===== src/rtl/filtro_fir.sv =====
// Four-tap signed fixed-point FIR stage: one sample per Enable strobe, serial MAC with one tap per clock, saturated output.
// Latency: 5 clocks from the edge that samples Enable to Y/Done (E0 capture, E1-E4 accumulate, E5 output).
// Backpressure: none; an Enable outside IDLE is dropped, and the sticky Overrun flag records it.
//
// Ports:
//   CLK      clock, rising edge
//   Reset    asynchronous active-low reset
//   Enable   one-cycle sample strobe; accepted only while idle
//   X        input sample, signed Q(WIDTH-FRAC).FRAC
//   A0..A3   tap coefficients, signed Q(WIDTH-FRAC).FRAC, held stable
//   Y        registered, saturated filter output
//   Done     one-cycle pulse when Y updates
//   Busy     high whenever a computation is in flight
//   Overrun  sticky; set by an Enable that arrives while busy
module filtro_fir #(
  parameter int WIDTH = 12,
  parameter int FRAC  = 8
) (
  input  logic                    CLK,
  input  logic                    Reset,
  input  logic                    Enable,
  input  logic signed [WIDTH-1:0] X,
  input  logic signed [WIDTH-1:0] A0,
  input  logic signed [WIDTH-1:0] A1,
  input  logic signed [WIDTH-1:0] A2,
  input  logic signed [WIDTH-1:0] A3,
  output logic signed [WIDTH-1:0] Y,
  output logic                    Done,
  output logic                    Busy,
  output logic                    Overrun
);

  localparam int PW = 2 * WIDTH;      // product width
  localparam int AW = 2 * WIDTH + 2;  // accumulator width: four products cannot overflow it

  // Output clamp bounds, sign-extended to the accumulator width.
  localparam logic signed [AW-1:0] SAT_MAX = {{(AW-WIDTH+1){1'b0}}, {(WIDTH-1){1'b1}}};
  localparam logic signed [AW-1:0] SAT_MIN = {{(AW-WIDTH+1){1'b1}}, {(WIDTH-1){1'b0}}};

  typedef enum logic [1:0] {
    S_IDLE = 2'd0,
    S_MAC  = 2'd1,
    S_DONE = 2'd2
  } state_t;

  state_t state, state_nxt;

  logic        [1:0]       k;
  logic signed [WIDTH-1:0] x_dl [4];   // x_dl[0] is the newest sample
  logic signed [AW-1:0]    acc;

  logic signed [WIDTH-1:0] coef_k;
  logic signed [WIDTH-1:0] tap_k;
  logic signed [PW-1:0]    prod;
  logic signed [AW-1:0]    acc_sh;
  logic signed [WIDTH-1:0] y_sat;

  // ---------------- FSM ----------------
  always_ff @(posedge CLK or negedge Reset) begin
    if (!Reset) begin
      state <= S_IDLE;
    end else begin
      state <= state_nxt;
    end
  end

  always_comb begin
    state_nxt = state;
    case (state)
      S_IDLE:  if (Enable) state_nxt = S_MAC;
      S_MAC:   if (k == 2'd3) state_nxt = S_DONE;
      S_DONE:  state_nxt = S_IDLE;
      default: state_nxt = S_IDLE;
    endcase
  end

  assign Busy = (state != S_IDLE);

  // ---------------- Datapath ----------------
  always_comb begin
    coef_k = A0;
    tap_k  = x_dl[0];
    case (k)
      2'd0: begin coef_k = A0; tap_k = x_dl[0]; end
      2'd1: begin coef_k = A1; tap_k = x_dl[1]; end
      2'd2: begin coef_k = A2; tap_k = x_dl[2]; end
      2'd3: begin coef_k = A3; tap_k = x_dl[3]; end
      default: begin coef_k = A0; tap_k = x_dl[0]; end
    endcase
  end

  // Sign-extend both operands so the multiply is done at full product width.
  assign prod = PW'(coef_k) * PW'(tap_k);

  // Arithmetic shift floors toward -inf; no rounding term is added on purpose.
  assign acc_sh = acc >>> FRAC;

  always_comb begin
    y_sat = acc_sh[WIDTH-1:0];
    if (acc_sh > SAT_MAX) begin
      y_sat = SAT_MAX[WIDTH-1:0];
    end else if (acc_sh < SAT_MIN) begin
      y_sat = SAT_MIN[WIDTH-1:0];
    end
  end

  always_ff @(posedge CLK or negedge Reset) begin
    if (!Reset) begin
      for (int i = 0; i < 4; i++) x_dl[i] <= '0;
      acc     <= '0;
      k       <= '0;
      Y       <= '0;
      Done    <= 1'b0;
      Overrun <= 1'b0;
    end else begin
      Done <= 1'b0;

      // A strobe during a computation is dropped but remembered until reset.
      if (Enable && (state != S_IDLE)) begin
        Overrun <= 1'b1;
      end

      case (state)
        S_IDLE: begin
          if (Enable) begin
            x_dl[3] <= x_dl[2];
            x_dl[2] <= x_dl[1];
            x_dl[1] <= x_dl[0];
            x_dl[0] <= X;
            acc     <= '0;
            k       <= '0;
          end
        end
        S_MAC: begin
          acc <= acc + AW'(prod);
          k   <= k + 2'd1;
        end
        S_DONE: begin
          Y    <= y_sat;
          Done <= 1'b1;
        end
        default: ;
      endcase
    end
  end

endmodule

===== config.mk =====
export PLATFORM = sky130hd
export DESIGN_NAME = filtro_fir
export DESIGN_NICKNAME = d
export VERILOG_FILES = /design/src/rtl/filtro_fir.sv
export SDC_FILE = /design/constraint.sdc
export NUM_CORES = 1
export LEC_CHECK = 0
export BUFFER_PORTS_ARGS = -buffer_cell sky130_fd_sc_hd__clkbuf_2
export CAP_MARGIN = 30
export CELL_PAD_IN_SITES_DETAIL_PLACEMENT = 0
export CELL_PAD_IN_SITES_GLOBAL_PLACEMENT = 2
export CORE_MARGIN = 2
export CORE_UTILIZATION = 44
export CTS_CLUSTER_DIAMETER = 50
export CTS_CLUSTER_SIZE = 40
export DETAILED_ROUTE_END_ITERATION = 8
export PLACE_DENSITY_LB_ADDON = 0.1
export SYNTH_ARGS = -nofsm -noshare
export SYNTH_HDL_FRONTEND = slang
export SYNTH_SLANG_ARGS = --single-unit

===== constraint.sdc =====
create_clock -name CLK -period 19.1 [get_ports CLK]
set_input_delay 0.955 -clock CLK [delete_from_list [all_inputs] [get_ports CLK]]
set_output_delay 0.955 -clock CLK [all_outputs]
set_load 0.1 [all_outputs]

==> results of run 1 <==
[final timing paths]
| check | end | startpoint | slack (ns) |
|---|---|---|---|
| setup / recovery | acc[23]$_DFFE_PN0P_ | k[0]$_DFFE_PN0P_ | 11.56 |
| hold / removal | Overrun$_DFFE_PN0P_ | Overrun$_DFFE_PN0P_ | 0.47 |
| setup reg to reg | acc[23]$_DFFE_PN0P_ | k[0]$_DFFE_PN0P_ | 11.56 |
| hold reg to reg | Overrun$_DFFE_PN0P_ | Overrun$_DFFE_PN0P_ | 0.47 |
| max in group asynchronous | acc[21]$_DFFE_PN0P_ | Reset | 17.42 |
| min in group asynchronous | x_dl[36]$_DFFE_PN0P_ | Reset | 0.54 |
[cell families (layout without fill, tap and decap cells)]
| logic type | after synthesis | after routing | synth area share |
|---|---|---|---|
| compound gates | 134 | 134 | 0.0855 |
| xor+xnor | 23 | 23 | 0.0189 |
| fa+ha+maj | 245 | 245 | 0.407 |
| buf+inv | 242 | 310 | 0.0868 |
| flops | 92 | 92 | 0.216 |
| mux | 75 | 75 | 0.0774 |
| simple gates | 282 | 282 | 0.108 |
[flip-flops by register name, indices dropped and copies added (netlist names)]
signal and flops:
Y 12, x_dl 48, state 2, Overrun 1, Done 1, acc 26
k 2
[per-layer routing]
metal / up-vias / track usage
li1: 3573 / -
met1: 3607 / 0.332
met2: 141 / 0.321
met3: 18 / 0.0314
met4: 0 / 0.0373
met5: - / 0
[area by class of cell]
cell class	count	area, um^2
Fill cell	2405	12400
Multi-Input combinational cell	759	7460
Sequential cell	92	2300
Inverter	202	758
Timing Repair Buffer	92	524
Tap cell	324	405
Clock buffer	9	225
Clock inverter	7	78.8
[metrics by stage]
stage               setup WS [ns]   util
floorplan                   12.68      -
global placement            11.52  0.473
detailed placement          11.57  0.475
CTS                         11.52  0.487
global route                11.01  0.488
finish                      11.56  0.488
[critical path, delay by kind of cell (launching register included)]
kind / cells / cell delay [ns]
adders and majority gates: 8 / 3.71
AOI/OAI and AO/OA: 3 / 1.39
buffers and inverters: 5 / 0.91
and+or+nand+nor: 5 / 0.78
DFF: 1 / 0.42
muxes: 1 / 0.18
[cells in the final DEF (no fill, tap or decap), types with 11 or more instances in the layout]
cell / Yosys / layout
inv_1: 201 / 200
fa_1: 171 / 171
nand2_1: 141 / 141
nor2_1: 107 / 107
dfrtp_1: 92 / 92
clkbuf_2: 0 / 76
ha_1: 74 / 74
mux2_2: 60 / 60
o21ai_0: 33 / 32
xnor2_1: 19 / 19
a21oi_1: 17 / 17
a22oi_1: 15 / 15
mux2i_1: 14 / 14
buf_4: 0 / 14
a222oi_1: 11 / 11
==> reports/results.tsv, run 1 <==
metric	value	unit
io_buffer_count	77	
met1_length	13.1	mm
met3WireLength	988	um
period_needed	7.54	ns
max-cap-violations	0	
nets	1464	
worstPathMaxFanout	48	
cts_hold_buf	0	
synth_seq_cells	92	
syn-num-nets	1401	
synth_most_common_cell	inv_1	
finalCritPeriodShare	0.395	
rsz0062_at_grt	no	
cts_tree	done	
final_area	11800	um^2
first_global_vias	7923	
async_flop_share	1.00	
syn-cell-area	10700	um^2
path_cells	inv_1 > ha_1 > inv_2 > nor2_1 > a21oi_1 > nand2_1 > fa_1 > fa_1 > inv_1 > fa_1 > fa_1 > fa_1 > inv_1 > fa_1 > inv_1 > ha_1 > nand4_1 > or2_4 > o31ai_4 > o221ai_1 > mux2i_1 > nand2_1	
highest_layer	met4	
synthTopCellsByCount	inv_1 (201), fa_1 (171), nand2_1 (141), nor2_1 (107), dfrtp_1 (92)	
synth.distinct_cells	53	
finalSetupViolCount	0	
diodes	0	
syn_avg_cell_area	9.77	um^2
overflow	0	
synth.top_cell.area_share	0.321	
fin_cells	1485	
synth_area_leaders	fa_1 (32%), dfrtp_1 (22%), ha_1 (8.7%)	
drt_iter0_markers	345	
cts_sinks	92	
vias_per_cell	4.94	
finClkSkew	0.0181	ns
place_area	11400	um^2
holdCritPathClass	flip-flop to flip-flop	
area_growth	10.1	%
worst_pin_slew	1.06	ns
drc	0	
worstPathArrival	7.79	ns
drive_above_1_share	0.158	
end_kind	flip-flop	
ctsResizeCount	0	
hold_depth	1	
start_util	0.443	
grt_usage	0.213	
cts_setup_buffers	0	
root_buffer	clkbuf_16	
status	completed	
fin_setup_tns	0	ns
ios	78	
dieArea	25500	um^2
crit_path_start_kind	flip-flop	
grt_max_degree	59	
drtPass1Iterations	5	
clock_path_buffers	2	
h-tree-depth	3	
vias	7339	
clock_latency	0.37	ns
synthCells	1093	
gp_congestion	0.819	
yosys.area.top_type	fa_1	
relSlewSlack	0.296	
slowest_stage	a21oi_1	
dpl.hpwl	20.7	mm
synth_flop_cell	dfrtp_1	
die_h	160	um
dp_cells	1468	
reg2reg_depth	22	
crit_path_frequent_cell	fa_1	
finalMaxSlewViolations	0	
setup.worst_path.class	flip-flop to flip-flop	
row_count	57	
ys_seq_area_frac	0.216	
finalHoldWorstSlack	0.473	ns
coreArea	24100	um^2
antenna_found_initial	0	
yosysWarnings	0	
finalWirelength	25.2	mm
wl_met2	10.8	mm
grt_pass1_wl	43.3	mm
required	19.35	ns
numCtsBuffers	9	
synth-edff-count	0	
cpPeakStageDelay	0.84	ns
clk_pin_slew	0.09	ns
clock.fmax	0.133	GHz
hold_violations	0	
wl_per_cell	17.0	um
postRouteAntennaNets	0	
fp.dieW	160	um
Power of run 1 is not shown: default switching activity piles up to over one toggle a cycle in this logic, so the estimate is an artifact.
==> inputs of run 2 (changes only) <==
--- a/config.mk
+++ b/config.mk
@@ -10,7 +10,7 @@
 export CELL_PAD_IN_SITES_DETAIL_PLACEMENT = 0
 export CELL_PAD_IN_SITES_GLOBAL_PLACEMENT = 2
 export CORE_MARGIN = 2
-export CORE_UTILIZATION = 44
+export CORE_UTILIZATION = 40
 export CTS_CLUSTER_DIAMETER = 50
 export CTS_CLUSTER_SIZE = 40
 export DETAILED_ROUTE_END_ITERATION = 8
==> constraint.sdc (replaced) <==
create_clock -name CLK -period 7.86 [get_ports CLK]
set_input_delay 0.393 -clock CLK [delete_from_list [all_inputs] [get_ports CLK]]
set_output_delay 0.393 -clock CLK [all_outputs]
set_load 0.1 [all_outputs]
==> reports/results.tsv, run 2 (synthesis gave the netlist of run 1 again) <==
metric	value	unit
status	finished, violations left	
worst_pin_slew	0.929	ns
grt_pass1_wl	45.4	mm
clock.fmax	0.141	GHz
antenna_found_initial	0	
cts_setup_buffers	0	
clk_pin_slew	0.08	ns
grt_max_degree	59	
relSlewSlack	0.379	
drive_above_1_share	0.167	
cts_tree	done	
fin_setup_tns	0	ns
path_cells	ha_1 > a22oi_1 > nand2_1 > mux2i_1 > or2_2 > fa_1 > fa_1 > inv_1 > fa_1 > fa_1 > fa_1 > ha_1 > ha_1 > a21oi_1 > o21ai_0 > a32oi_1 > o31ai_4 > o221ai_1 > mux2i_1 > nand2_1	
fin_ws	0.755	ns
cts_hold_buf	0	
end_kind	flip-flop	
drc	12	
io_buffer_count	77	
crit_path_frequent_cell	fa_1	
wl_per_cell	17.6	um
largest_register_ffs	48	
vias_per_cell	4.98	
coreArea	26100	um^2
finalHoldWorstSlack	-0.00325	ns
start_util	0.409	
crit_path_start_kind	flip-flop	
ios	78	
row_count	59	
root_buffer	clkbuf_16	
overflow	0	
dpl.hpwl	22.0	mm
finClkSkew	0.0131	ns
grt_usage	0.207	
die_h	167	um
ctsResizeCount	0	
slowest_stage	fa_1	
final_cell_mix	inv_1 (200), fa_1 (171), nand2_1 (141)	
first_global_vias	8114	
area_growth	10.9	%
clock_path_buffers	2	
regMostFlops	x_dl	
setup.worst_path.class	flip-flop to flip-flop	
layout_commonest_cell	inv_1	
fp.dieW	167	um
gp_congestion	0.806	
finalMaxSlewViolations	0	
drtPass1Iterations	7	
finalCritPeriodShare	0.904	
worstPathMaxFanout	20	
rsz0062_at_grt	no	
vias	7524	
diodes	0	
finalWirelength	26.6	mm
place_ws	0.686	ns
worstPathArrival	7.36	ns
top_regs	x_dl: 48 flops, acc: 26 flops, Y: 12 flops	
clock_latency	0.36	ns
nets	1478	
hold_violations	2	
drt_iter0_markers	409	
dieArea	28000	um^2
period_needed	7.10	ns
finalSetupViolCount	0	
max-cap-violations	0	
cpPeakStageDelay	0.80	ns
required	8.11	ns
cts_sinks	92	
h-tree-depth	3	
numCtsBuffers	9	
postRouteAntennaNets	0	
holdCritPathClass	primary input to asynchronous set/reset pin	
violations	DRC, hold timing	
fillCellCount	2606	
cp-startpoint	k[0]$_DFFE_PN0P_	
r2r-start	k[0]$_DFFE_PN0P_	
==> run 2: changes by cell type in the layout (fill, tap and decap cells not counted), sizes merged <==
cell / before / now
clkbuf: 85 / 86
inv: 207 / 204
clkinvlp: 0 / 3
buf: 16 / 30
clkinv: 2 / 0
bufinv: 0 / 1
==> run 2: through the flow <==
stage | utilization | std cells | hold slack [ns] | area [um^2]
floorplan | - | 1093 | 0.0974 | 10700
global placement | 0.441 | 1493 | 0.411 | 11500
detailed placement | 0.442 | 1494 | 0.414 | 11500
CTS | 0.453 | 1510 | 0.0225 | 11800
global route | 0.453 | 1510 | 0.0494 | 11800
finish | 0.453 | 1510 | -0.00325 | 11800
==> run 2: cell type report <==
type | instances | area (um^2) | area share
flip-flops and latches | 92 | 2300 | 0.194
well taps | 335 | 419 | 0.0354
inverters | 202 | 758 | 0.0640
repair buffers | 106 | 606 | 0.0511
clock buffers | 10 | 229 | 0.0193
multi-input cells | 759 | 7460 | 0.630
clock inverters | 6 | 70.1 | 0.00592
==> run 2: layer usage <==
layer / vias up / share of wire / wire length (um) / GRT usage
li1: 3610 / - / - / -
met3: 18 / 0.045 / 1190 / 0.0329
met4: 0 / 0.018 / 482 / 0.0499
met1: 3734 / 0.51 / 13500 / 0.317
met2: 162 / 0.43 / 11400 / 0.308
met5: - / 0 / 0 / 0
==> run 2: final timing paths <==
path | to | slack (ns) | depth (start not counted)
worst max-delay path | acc[23]$_DFFE_PN0P_ | 0.76 | 20
worst min-delay path | x_dl[34]$_DFFE_PN0P_ | -0.003 | 1
worst max register to register | acc[23]$_DFFE_PN0P_ | 0.76 | 20
worst min register to register | Overrun$_DFFE_PN0P_ | 0.46 | 1
max in group asynchronous | acc[24]$_DFFE_PN0P_ | 6.73 | 2
min in group CLK | x_dl[46]$_DFFE_PN0P_ | 0.24 | 2
==> run 2: worst max-delay path, delay by kind of cell, from the launching register on <==
family,cells,cell delay (ns)
adder cells (fa/ha/maj),8,4.37
AO/OA/AOI/OAI,6,1.16
AND/OR/NAND/NOR,3,0.60
flip-flops,1,0.41
multiplexers,2,0.40
buffers and inverters,1,0.05
Power of run 2 is left out for the same reason.
